File: config.mk
export PLATFORM = sky130hd
export DESIGN_NAME = var_delay_line
export DESIGN_NICKNAME = d
export VERILOG_FILES = /design/src/rtl/var_delay_line_pkg.sv /design/src/rtl/var_delay_line_ram.sv /design/src/rtl/var_delay_line.sv
export SDC_FILE = /design/constraint.sdc
export NUM_CORES = 2
export LEC_CHECK = 0
export CAP_MARGIN = 5
export CORE_MARGIN = 2
export CORE_UTILIZATION = 56
export DETAILED_ROUTE_END_ITERATION = 6
export PLACE_DENSITY = 0.75
export SETUP_SLACK_MARGIN = 0.02
export SYNTH_ARGS = -nofsm -noshare
export SYNTH_HDL_FRONTEND = slang
export SYNTH_SLANG_ARGS = --single-unit
File: constraint.sdc
create_clock -name clk -period 4.6 [get_ports clk]
set_clock_uncertainty 0.2 [all_clocks]
set_input_delay 0.92 -clock clk [delete_from_list [all_inputs] [get_ports clk]]
set_output_delay 0.92 -clock clk [all_outputs]
set_load 0.01 [all_outputs]
File: src/rtl/var_delay_line_pkg.sv
// Shared definitions for the delay line: FSM state encoding, delay clamp helper
// and the NTT utility constants used alongside it.
package var_delay_line_pkg;

    typedef enum logic [1:0] {
        IDLE = 2'd0,
        FILL = 2'd1,
        RUN  = 2'd2
    } vdl_state_e;

    localparam int unsigned NTT_Q     = 3329;
    localparam int unsigned NTT_N     = 256;
    localparam int unsigned NTT_LOG_N = 8;

    // Maps a requested delay onto the usable range 1..max_delay.
    function automatic int unsigned clamp_delay(input int unsigned req,
                                                input int unsigned max_delay);
        if (req == 0)
            return 1;
        if (req > max_delay)
            return max_delay;
        return req;
    endfunction

endpackage

File: src/rtl/var_delay_line_ram.sv
// Simple dual-port RAM: one synchronous write port, one synchronous read port.
// On an address collision the read returns the contents from before the write.
module dp_ram_1r1w #(
    parameter int WIDTH  = 33,
    parameter int ADDR_W = 6
) (
    input  logic              clk,
    input  logic              we,
    input  logic [ADDR_W-1:0] waddr,
    input  logic [WIDTH-1:0]  wdata,
    input  logic [ADDR_W-1:0] raddr,
    output logic [WIDTH-1:0]  rdata
);

    localparam int DEPTH = 1 << ADDR_W;

    logic [WIDTH-1:0] mem [DEPTH];

    always_ff @(posedge clk) begin
        rdata <= mem[raddr];
        if (we)
            mem[waddr] <= wdata;
    end

endmodule

File: src/rtl/var_delay_line.sv
// Programmable delay line: in_valid/data_in reappear exactly D cycles later,
// using a circular buffer whose output is gated until the line has refilled.
module var_delay_line
    import var_delay_line_pkg::*;
#(
    parameter int DATA      = 32,
    parameter int DEPTH_LOG = 6
) (
    input  logic                 clk,
    input  logic                 reset,
    input  logic [DEPTH_LOG:0]   cfg_delay,
    input  logic                 cfg_load,
    output logic                 cfg_busy,
    input  logic                 in_valid,
    input  logic [DATA-1:0]      data_in,
    output logic                 out_valid,
    output logic [DATA-1:0]      data_out
);

    localparam int unsigned MAX_DELAY = 1 << DEPTH_LOG;

    typedef logic [DEPTH_LOG:0]   dly_t;
    typedef logic [DEPTH_LOG-1:0] addr_t;

    vdl_state_e      state, state_next;
    dly_t            delay_q, delay_req;
    dly_t            fill_cnt, fill_next;
    addr_t           wptr, raddr;
    logic            we;
    logic [DATA:0]   ram_q, byp_q, src;

    assign delay_req = dly_t'(clamp_delay(32'(cfg_delay), MAX_DELAY));

    always_ff @(posedge clk or posedge reset) begin
        if (reset) begin
            state    <= IDLE;
            fill_cnt <= '0;
            delay_q  <= dly_t'(1);
            wptr     <= '0;
        end else begin
            state    <= state_next;
            fill_cnt <= fill_next;
            wptr     <= wptr + addr_t'(1);
            if (cfg_load)
                delay_q <= delay_req;
        end
    end

    always_comb begin
        state_next = state;
        fill_next  = fill_cnt;
        if (cfg_load) begin
            state_next = FILL;
            fill_next  = '0;
        end else begin
            case (state)
                FILL: begin
                    if (fill_cnt == delay_q - dly_t'(1)) begin
                        state_next = RUN;
                        fill_next  = '0;
                    end else begin
                        fill_next = fill_cnt + dly_t'(1);
                    end
                end
                default: ;
            endcase
        end
        cfg_busy = (state == FILL);
        we       = (state != IDLE);
    end

    // The RAM is read one cycle ahead (offset D-1) so the output register can
    // still hold data_out across invalid slots; D=1 collides with the write
    // address, so that case is served from a one-entry bypass register.
    assign raddr = wptr - addr_t'(delay_q - dly_t'(1));

    dp_ram_1r1w #(
        .WIDTH  (DATA + 1),
        .ADDR_W (DEPTH_LOG)
    ) u_ram (
        .clk   (clk),
        .we    (we),
        .waddr (wptr),
        .wdata ({in_valid, data_in}),
        .raddr (raddr),
        .rdata (ram_q)
    );

    always_ff @(posedge clk) begin
        byp_q <= {in_valid, data_in};
    end

    assign src = (delay_q == dly_t'(1)) ? byp_q : ram_q;

    // A load suppresses the output at once so no pre-load word escapes.
    always_ff @(posedge clk or posedge reset) begin
        if (reset) begin
            out_valid <= 1'b0;
            data_out  <= '0;
        end else if (state == RUN && !cfg_load) begin
            out_valid <= src[DATA];
            if (src[DATA])
                data_out <= src[DATA-1:0];
        end else begin
            out_valid <= 1'b0;
        end
    end

endmodule

==> out/metrics.cfg <==
[cts]
path_clk_slew_ns=0.06
tritoncts.num_buffers=202
holdBufCountCts=0
cts_root_buf=clkbuf_16
clkLatencyLatePin_ns=0.83
clockBufferDepth=3
cts_tree=built
htree_levels=4
cts_sinks=2233

[worst_setup_path]
crit_type=reg2reg
cpMaxStageDelayCell=fa_4
ff2ff_setup_slack_ns=0.05
cp_max_fo=27
slowest_delay_ns=0.92
worstPathArrival_ns=5.03
crit_required_ns=5.08
crit_path_start_kind=flip-flop
reg2reg_to=u_ram.rdata[7]$_DFF_P_
rr_worst_depth=12
worstReg2RegStart=delay_q[0]$_DFFE_PP1P_
crit_path_cell_trace=inv_1 > ha_1 > fa_4 > buf_12 > buf_12 > buf_4 > mux4_2 > mux2i_1 > buf_4 > o22ai_1 > a221oi_4 > mux2i_1
cp-end-kind=flip-flop

[placement]
placed_cell_area_um2=90500
place_ws_ns=-0.511
gp_congestion=0.849
place.port_buffers=76
place.detailed.hpwl_um=124000

[detailed_routing]
drt-total-wl_um=214000
drc_errors=1
vias=42947
wl_per_cell_um=32.7
firstDrtPassIters=7
detail_route.vias_per_cell=6.55
drt_iter0_markers=6620
final_antenna_net_count=0

[synth]
synth_cells=4006
synth_edf_count=2112
synth_area_um2=85100
seq_area_frac_synth_pct=77.7
synthFlopType=edfxtp_1
synth_area_leaders=edfxtp_1 (75%), mux4_2 (14%), mux2i_1 (2.4%), nand2_1 (1.7%), dfrtp_1 (1.6%)
async_reset_ff_share_pct=2.46
netlist.area_leader.share_pct=74.5
yosysWarningCount=0
synth_top_area_cell=edfxtp_1
syn-num-nets=4059
syn_avg_cell_area_um2=21.2
ys_seq_elements=2233
synthDistinctLibCells=58

[die]
die_y_um=394
design.core.area_um2=151000
initial_utilization_pct=56.2
io_pins=77
die_width_um=394
rows=143
die_area_um2=155000

[power_and_ir_drop]
powerDensity_nw_per_um2=472
netSwitchingFraction_pct=26.1
p_leak_nw=32.2
ir_drop_uv=351
clkPwrFrac_pct=35.1
p_sw_mw=12.0
power_frac_seq_pct=49.3
combPwrFrac_pct=15.6
intPower_mw=33.9

[min_path]
hold_end=data_out[3]$_DFFE_PP0P_
hp-start=byp_q[3]$_DFF_P_
hold_path_depth=2
hold_class=reg2reg

[global_routing]
grt-ovfl-total=0
grtUsageTotal_pct=27.8
grt_max_degree=68
antenna_found_initial=7
first_global_vias=42368
grt_pass1_wl_um=306000

[sta]
rsz0062_at_grt=yes
fin_crit_ns=4.55
tightest_slew_ns=1.33
hold_violations=0
fmax_mhz=220
max_slew_margin_pct=11.1
period_share_pct=98.8
setup_slack_ns=0.0529
slew_violations=0
finalSetupViolCount=0

[layout]
area_growth_pct=14.0
fillers=9745
fin_area_um2=97000
multiInputGateArea_um2=18700
final_cell_mix=edfxtp_1 (2112), mux4_2 (520), nand2_1 (385), buf_4 (228)
nNetsFinal=4403
seqCellArea_um2=66100
final_common_cell=edfxtp_1
drive_gt1_share_pct=27.0

[status]
status=finished, violations left
failed_checks=design-rule violations

[run]
drv_cap=0

-- worst max-delay path: cells and delay by family (launching register included) --
kind                     cells  cell delay (ns)
multiplexers                 3             0.71
buffers and inverters        5             0.97
adder cells (fa/ha/maj)      2             1.31
AO/OA/AOI/OAI                2             0.59
flip-flops                   1             0.58
-- state kept, by name (all words and copies together) (netlist names) --
signal,flops
byp_q,33
data_out,32
delay_q,7
fill_cnt,7
out_valid,1
state,2
u_ram.mem,2112
u_ram.rdata,33
wptr,6
-- power by group through the flow --
stage / Clock [mW] / Sequential [mW] / Combinational, mW
finish: 16.1 / 22.6 / 7.17
detailed placement: 0 / 23.0 / 6.91
floorplan: 0 / 22.9 / 3.57
global placement: 0 / 23.0 / 6.85
global route: 17.0 / 22.6 / 7.44
CTS: 16.2 / 22.6 / 7.05
-- layout make-up --
cell class	count	share of cell area (%)
Timing Repair Buffer	353	3.39
Sequential cell	2233	68.1
Antenna cell	3	0.00774
Inverter	15	0.0580
Tap cell	2030	2.62
Clock inverter	117	0.945
Clock buffer	263	5.56
Multi-Input combinational cell	1545	19.3
-- layer usage --
metal  vias up  wire (um)  global-route usage, %
li1      17164          -                      -
met1     22649      81100                   40.2
met2      2774     101000                   42.2
met3       354      25500                   6.45
met4         6       7250                   9.93
met5         -         42                      0
-- metrics by stage --
| step | utilization [%] | hold slack (ns) | instances | setup TNS, ns | power, mW |
|---|---|---|---|---|---|
| after global routing | 64.1 | 0.365 | 6556 | 0 | 47.0 |
| final | 64.1 | 0.326 | 6559 | 0 | 45.8 |
| after global placement | 59.8 | 0.309 | 6171 | -1.01 | 29.8 |
| after detailed placement | 59.8 | 0.318 | 6171 | -1.14 | 29.9 |
| after CTS | 64.1 | 0.318 | 6556 | 0 | 45.9 |
| after floorplan | - | 0.277 | 4006 | 0 | 26.5 |
-- kinds of logic (layout without fill, tap and decap cells) --
group,Yosys count,after routing,synth area share (%)
buffers and inverters,228,748,1.18
AND/OR/NAND/NOR,556,556,2.64
AO/OA/AOI/OAI,222,222,1.81
adder cells (fa/ha/maj),10,10,0.156
other,0,3,0
flip-flops,2233,2233,77.7
multiplexers,730,730,16.2
XOR/XNOR,27,27,0.312
-- cells in the mapped netlist, types with 33 or more instances --
library cell,instances
edfxtp_1,2112
mux4_2,520
nand2_1,385
mux2i_1,205
nor2_1,109
clkbuf_1,98
buf_2,92
o22ai_1,71
dfxtp_1,66
dfrtp_1,54
a21oi_1,37
a211oi_1,33
-- how the worst max path moves through the flow --
stage / to / cells past startpoint / from
CTS: u_ram.rdata[20]$_DFF_P_ / 12 / delay_q[0]$_DFFE_PP1P_
floorplan: u_ram.mem[48][0]$_DFFE_PP_ / 5 / wptr[4]$_DFF_PP0_
global route: u_ram.rdata[1]$_DFF_P_ / 12 / delay_q[0]$_DFFE_PP1P_
global placement: u_ram.rdata[10]$_DFF_P_ / 12 / delay_q[0]$_DFFE_PP1P_
detailed placement: u_ram.rdata[10]$_DFF_P_ / 12 / delay_q[0]$_DFFE_PP1P_
finish: u_ram.rdata[7]$_DFF_P_ / 12 / delay_q[0]$_DFFE_PP1P_
-- what timing repair did --
item | 4_1_cts | 5_1_grt
buffers inserted | 5 | 0
gates resized for setup | 12 | 9
pin swaps | 2 | 1
cloned | 0 | 0
hold endpoints to repair | 0 | 0
endpoints found under the setup margin | 7 | 14
(Power assumes the default switching activity.)
